===== src/rtl/lt24_bus_arbiter.sv =====
// LT24 8080-style write-bus arbiter: CPU command port vs. frame pixel stream.
// Commands own the bus per transfer, the pixel stream per whole frame.
module lt24_bus_arbiter #(
  parameter int WR_LOW_CYCLES  = 2,
  parameter int WR_HIGH_CYCLES = 2,
  parameter int PX_TIMEOUT     = 1024
) (
  input  logic        clk,
  input  logic        reset_n,
  input  logic        cmd_valid,
  input  logic        cmd_rs,
  input  logic [15:0] cmd_data,
  output logic        cmd_ready,
  input  logic        px_valid,
  input  logic [15:0] px_data,
  input  logic        px_last,
  output logic        px_ready,
  output logic        lt24_cs_n,
  output logic        lt24_rs,
  output logic        lt24_rd_n,
  output logic        lt24_wr_n,
  output logic [15:0] lt24_data,
  output logic        frame_lock,
  output logic        frame_done,
  output logic        px_abort
);

  typedef enum logic [1:0] {IDLE, WR_LOW, WR_HIGH, GAP} state_t;

  localparam int LW = $clog2((WR_LOW_CYCLES  > 2) ? WR_LOW_CYCLES  : 2) + 1;
  localparam int HW = $clog2((WR_HIGH_CYCLES > 2) ? WR_HIGH_CYCLES : 2) + 1;
  localparam int GW = $clog2((PX_TIMEOUT     > 2) ? PX_TIMEOUT     : 2) + 1;
  localparam logic [LW-1:0] LOW_LAST  = LW'(WR_LOW_CYCLES - 1);
  localparam logic [HW-1:0] HIGH_LAST = HW'(WR_HIGH_CYCLES - 1);
  localparam logic [GW-1:0] GAP_LAST  = (PX_TIMEOUT == 0) ? '0 : GW'(PX_TIMEOUT - 1);
  localparam logic [GW-1:0] GAP_MAX   = '1;

  state_t        state;
  logic          owner_px;
  logic          beat_last;
  logic          armed;
  logic [LW-1:0] low_cnt;
  logic [HW-1:0] high_cnt;
  logic [GW-1:0] gap_cnt;

  logic high_done, px_next_ok, en, cmd_acc, px_acc;

  // armed keeps both readies low for the first cycle after reset.
  always_comb begin
    en         = reset_n && armed;
    high_done  = (state == WR_HIGH) && (high_cnt == HIGH_LAST);
    px_next_ok = high_done && owner_px && !beat_last;
    cmd_ready  = en && (state == IDLE) && !frame_lock && cmd_valid;
    px_ready   = en && (((state == IDLE) && !frame_lock && !cmd_valid && px_valid) ||
                        px_next_ok || (state == GAP));
    cmd_acc    = cmd_valid && cmd_ready;
    px_acc     = px_valid && px_ready;
  end

  always_ff @(posedge clk) begin
    if (!reset_n) begin
      state      <= IDLE;
      owner_px   <= 1'b0;
      beat_last  <= 1'b0;
      armed      <= 1'b0;
      low_cnt    <= '0;
      high_cnt   <= '0;
      gap_cnt    <= '0;
      lt24_cs_n  <= 1'b1;
      lt24_wr_n  <= 1'b1;
      lt24_rd_n  <= 1'b1;
      lt24_rs    <= 1'b1;
      lt24_data  <= '0;
      frame_lock <= 1'b0;
      frame_done <= 1'b0;
      px_abort   <= 1'b0;
    end else begin
      armed      <= 1'b1;
      lt24_rd_n  <= 1'b1;
      frame_done <= 1'b0;
      px_abort   <= 1'b0;
      case (state)
        IDLE: begin
          if (cmd_acc) begin
            state     <= WR_LOW;
            owner_px  <= 1'b0;
            low_cnt   <= '0;
            lt24_cs_n <= 1'b0;
            lt24_wr_n <= 1'b0;
            lt24_rs   <= cmd_rs;
            lt24_data <= cmd_data;
          end else if (px_acc) begin
            state      <= WR_LOW;
            owner_px   <= 1'b1;
            beat_last  <= px_last;
            low_cnt    <= '0;
            frame_lock <= 1'b1;
            lt24_cs_n  <= 1'b0;
            lt24_wr_n  <= 1'b0;
            lt24_rs    <= 1'b1;
            lt24_data  <= px_data;
          end
        end
        WR_LOW: begin
          if (low_cnt == LOW_LAST) begin
            state     <= WR_HIGH;
            low_cnt   <= '0;
            high_cnt  <= '0;
            lt24_wr_n <= 1'b1;
          end else begin
            low_cnt <= low_cnt + LW'(1);
          end
        end
        WR_HIGH: begin
          if (high_cnt != HIGH_LAST) begin
            high_cnt <= high_cnt + HW'(1);
          end else begin
            high_cnt <= '0;
            if (!owner_px) begin
              state     <= IDLE;
              lt24_cs_n <= 1'b1;
            end else if (beat_last) begin
              state      <= IDLE;
              lt24_cs_n  <= 1'b1;
              frame_lock <= 1'b0;
              frame_done <= 1'b1;
            end else if (px_acc) begin
              // back-to-back beat: cs_n stays low, straight into the next strobe
              state     <= WR_LOW;
              beat_last <= px_last;
              low_cnt   <= '0;
              lt24_wr_n <= 1'b0;
              lt24_data <= px_data;
            end else begin
              state   <= GAP;
              gap_cnt <= '0;
            end
          end
        end
        GAP: begin
          if (px_acc) begin
            state     <= WR_LOW;
            beat_last <= px_last;
            low_cnt   <= '0;
            gap_cnt   <= '0;
            lt24_wr_n <= 1'b0;
            lt24_data <= px_data;
          end else if (PX_TIMEOUT != 0 && gap_cnt == GAP_LAST) begin
            state      <= IDLE;
            gap_cnt    <= '0;
            lt24_cs_n  <= 1'b1;
            frame_lock <= 1'b0;
            px_abort   <= 1'b1;
          end else if (gap_cnt != GAP_MAX) begin
            gap_cnt <= gap_cnt + GW'(1);
          end
        end
        default: state <= IDLE;
      endcase
    end
  end

endmodule


===== config.mk =====
export PLATFORM = sky130hd
export DESIGN_NAME = lt24_bus_arbiter
export DESIGN_NICKNAME = d
export VERILOG_FILES = /design/src/rtl/lt24_bus_arbiter.sv
export SDC_FILE = /design/constraint.sdc
export NUM_CORES = 1
export LEC_CHECK = 0
export BUFFER_PORTS_ARGS = -buffer_cell sky130_fd_sc_hd__buf_2
export CAP_MARGIN = 20
export CELL_PAD_IN_SITES_DETAIL_PLACEMENT = 1
export CELL_PAD_IN_SITES_GLOBAL_PLACEMENT = 2
export CORE_ASPECT_RATIO = 0.7
export CORE_MARGIN = 3
export CORE_UTILIZATION = 29
export DETAILED_ROUTE_END_ITERATION = 7
export PLACE_DENSITY = 0.75
export SYNTH_ARGS = -nofsm -noshare
export SYNTH_HDL_FRONTEND = slang
export SYNTH_SLANG_ARGS = --single-unit

===== constraint.sdc =====
create_clock -name clk -period 2.12 [get_ports clk]
set_input_delay 0.212 -clock clk [delete_from_list [all_inputs] [get_ports clk]]
set_output_delay 0.212 -clock clk [all_outputs]
set_load 0.005 [all_outputs]

==> reports/metrics.cfg <==
[detailed_routing]
dr.pass1.iters=4
via_per_inst=5.060
vias=2029
wl_mm=6.702
routedWlPerCell_um=16.71
ant_nets=0
drt_iter0_drc=105
drc=0

[place]
gp_congestion=0.7792
pre_cts_ws_ns=0.3128
dp_cells=393
portBuffers=61
dp_hpwl_mm=5.084

[global_route]
grtUsageTotal=0.1660
grt_first_pass_wirelength_mm=10.81
grt_pass1_vias=2028
antenna_found_initial=0
grt_overflow=0
grt_max_degree=19

[setup_path]
endpoint_kind=output pin
reg2reg_slack_ns=0.28
cp.arrival_ns=1.63
critical-path-top-delay-family=simple AND/OR/NAND/NOR gates
path_depth=4
crit_chain=and4b_1 -> and2_1 -> buf_4 -> buf_2
r2r_cells=6
crit_fanout=7
crit_slowest_cell=dfxtp_1
crit_type=reg -> out
start_kind=flip-flop
required_ns=1.91
critPathBufInv=2
slowest_delay_ns=0.50

[clock_tree]
cts_resized=0
clock_latency_ns=0.30
root_buffer=clkbuf_8
cts_tree=built
postCtsHoldBufs=0
clkTransAtPathRegs_ns=0.09
cts-htree-levels=2
cts_setup_buffers=0
cts_buffers=5
cts.sinks=42
cts.path.max_buffers=2

[synth]
synth_most_common_cell=dfxtp_1
ys_warn_count=0
synth_ff_type=dfxtp_1
synth_common_cells=dfxtp_1, nand2_1, a21oi_1, o21ai_0, mux2i_1
synth_top_cell_by_area=dfxtp_1
syn_inst=245
async_reset_ff_frac=0
ys_ff_latch=42
synth_area_mm2=0.002049
synth_top_area_frac=0.4103
avgSynthCellArea_um2=8.365
synthDistinctLibCells=53
synth_area_leaders=dfxtp_1, mux2i_1, nand2_1
seq_area_frac_synth=0.4103
synth_edf_count=0
syn-num-nets=284

[timing]
tightest_slew_ns=0.6506
timing.final.ws_setup_ns=0.2742
fin_hold_ws_ns=0.1017
finClkSkew_ns=0.003216
hold_viol=0
rsz0062_at_grt=false
maxSlewHeadroom=0.5617
period_needed_ns=1.846
fmax_ghz=0.5418
fin_crit_sh=0.8707
setup_violations=0
final_max_slew_viol_count=0
tns_ns=0

[min_path]
whs_path_depth=3
hp-class=in -> reg

[outcome]
outcome=complete, no violations

[floorplanning]
start_util=0.3145
io_pins=63
coreArea_mm2=0.006516
dieWidth_um=106.5
num_rows=24
die_area_mm2=0.008128
fp.dieH_um=76.34

[pwr]
ir_worst_vdd_uv=420.9
p_leak_nw=1.034
power.density_mw_per_mm2=940.4

[finish]
final_nets=348
diodes=0
final_cells=401
final_core_util=0.4017
syn2layout_area_growth_pct=27.72
drive_gt1_frac=0.2774

[job]
cap_viol_max_count=0

## worst min-delay path, stage by stage
cell	delay [ns]
buf_2	0.07
nand2_1	0.03
o21ai_0	0.05
## layout by cell type (no fill, tap or decap), types with 2 or more instances in the layout
master,instances
a21oi_1,18
a31oi_1,4
and3_1,3
buf_12,2
buf_2,61
buf_4,7
bufinv_16,2
clkbuf_8,6
dfxtp_1,42
inv_1,6
mux2i_1,16
nand2_1,36
nand2b_1,5
nand3_1,9
nand4_1,4
nor2_1,14
nor2b_1,2
nor3_1,2
nor3b_1,2
nor4_1,4
o211a_1,2
o211ai_1,3
o21ai_0,18
o21ai_1,8
o22ai_1,3
or2_2,2
or3_1,4
## metal layers
layer	routed length, um	part of all wire	global-route usage	up-vias
li1	-	-	-	1010
met1	3547	0.53	0.2641	963
met2	2731	0.41	0.2238	52
met3	387	0.058	0.04149	4
met4	35	0.0052	0.02810	0
met5	0	0	0	-
## path summary, 6_finish.rpt
check,from,end
max,armed,cmd_ready
min,cmd_data[0],lt24_data[0]
max reg2reg,gap_cnt[0],gap_cnt[0]
min reg2reg,low_cnt[1],low_cnt[1]
## final cells by class
type                            count  area (um2)
Tap cell                           91       113.9
Fill cell                         829        3899
Sequential cell                    42       840.8
Inverter                            6       22.52
Timing Repair Buffer               70       397.9
Clock inverter                      2       60.06
Multi-Input combinational cell    184        1100
Clock buffer                        6       82.58
## flip-flops by register name, summed over array words and instances, names as in the netlist
name,count
lt24_data,16
lt24_rs,1
beat_last,1
armed,1
owner_px,1
frame_done,1
frame_lock,1
high_cnt,2
px_abort,1
state,2
low_cnt,2
lt24_cs_n,1
lt24_wr_n,1
gap_cnt,11
## cells by family (layout without fill, tap and decap cells)
logic type      Yosys count  after routing  share of synthesized area
mux                      17             17                    0.08364
compound gates           68             68                     0.1978
other cells               1              1                   0.001830
flops                    42             42                     0.4103
fa+ha+maj                 1              1                   0.006104
buf+inv                  19             84                    0.05311
xor+xnor                  1              1                   0.004274
simple gates             96             96                     0.2430
## stage by stage
step | area [um2] | total power [W]
3_3_place_gp | 2475 | 0.001671
5_1_grt | 2618 | 0.002601
6_report | 2618 | 0.002461
3_5_place_dp | 2475 | 0.001674
4_1_cts | 2618 | 0.002479
2_1_floorplan | 2049 | 0.001416
## power breakdown
part / internal (W) / switching (W) / leakage [nW] / total, W
sequential: 0.000894 / 0.0000937 / 0.342 / 0.000988
clock: 0.000503 / 0.000297 / 0.0714 / 0.000800
combinational: 0.000293 / 0.000380 / 0.621 / 0.000673
Power figures use the tool's default switching activity.
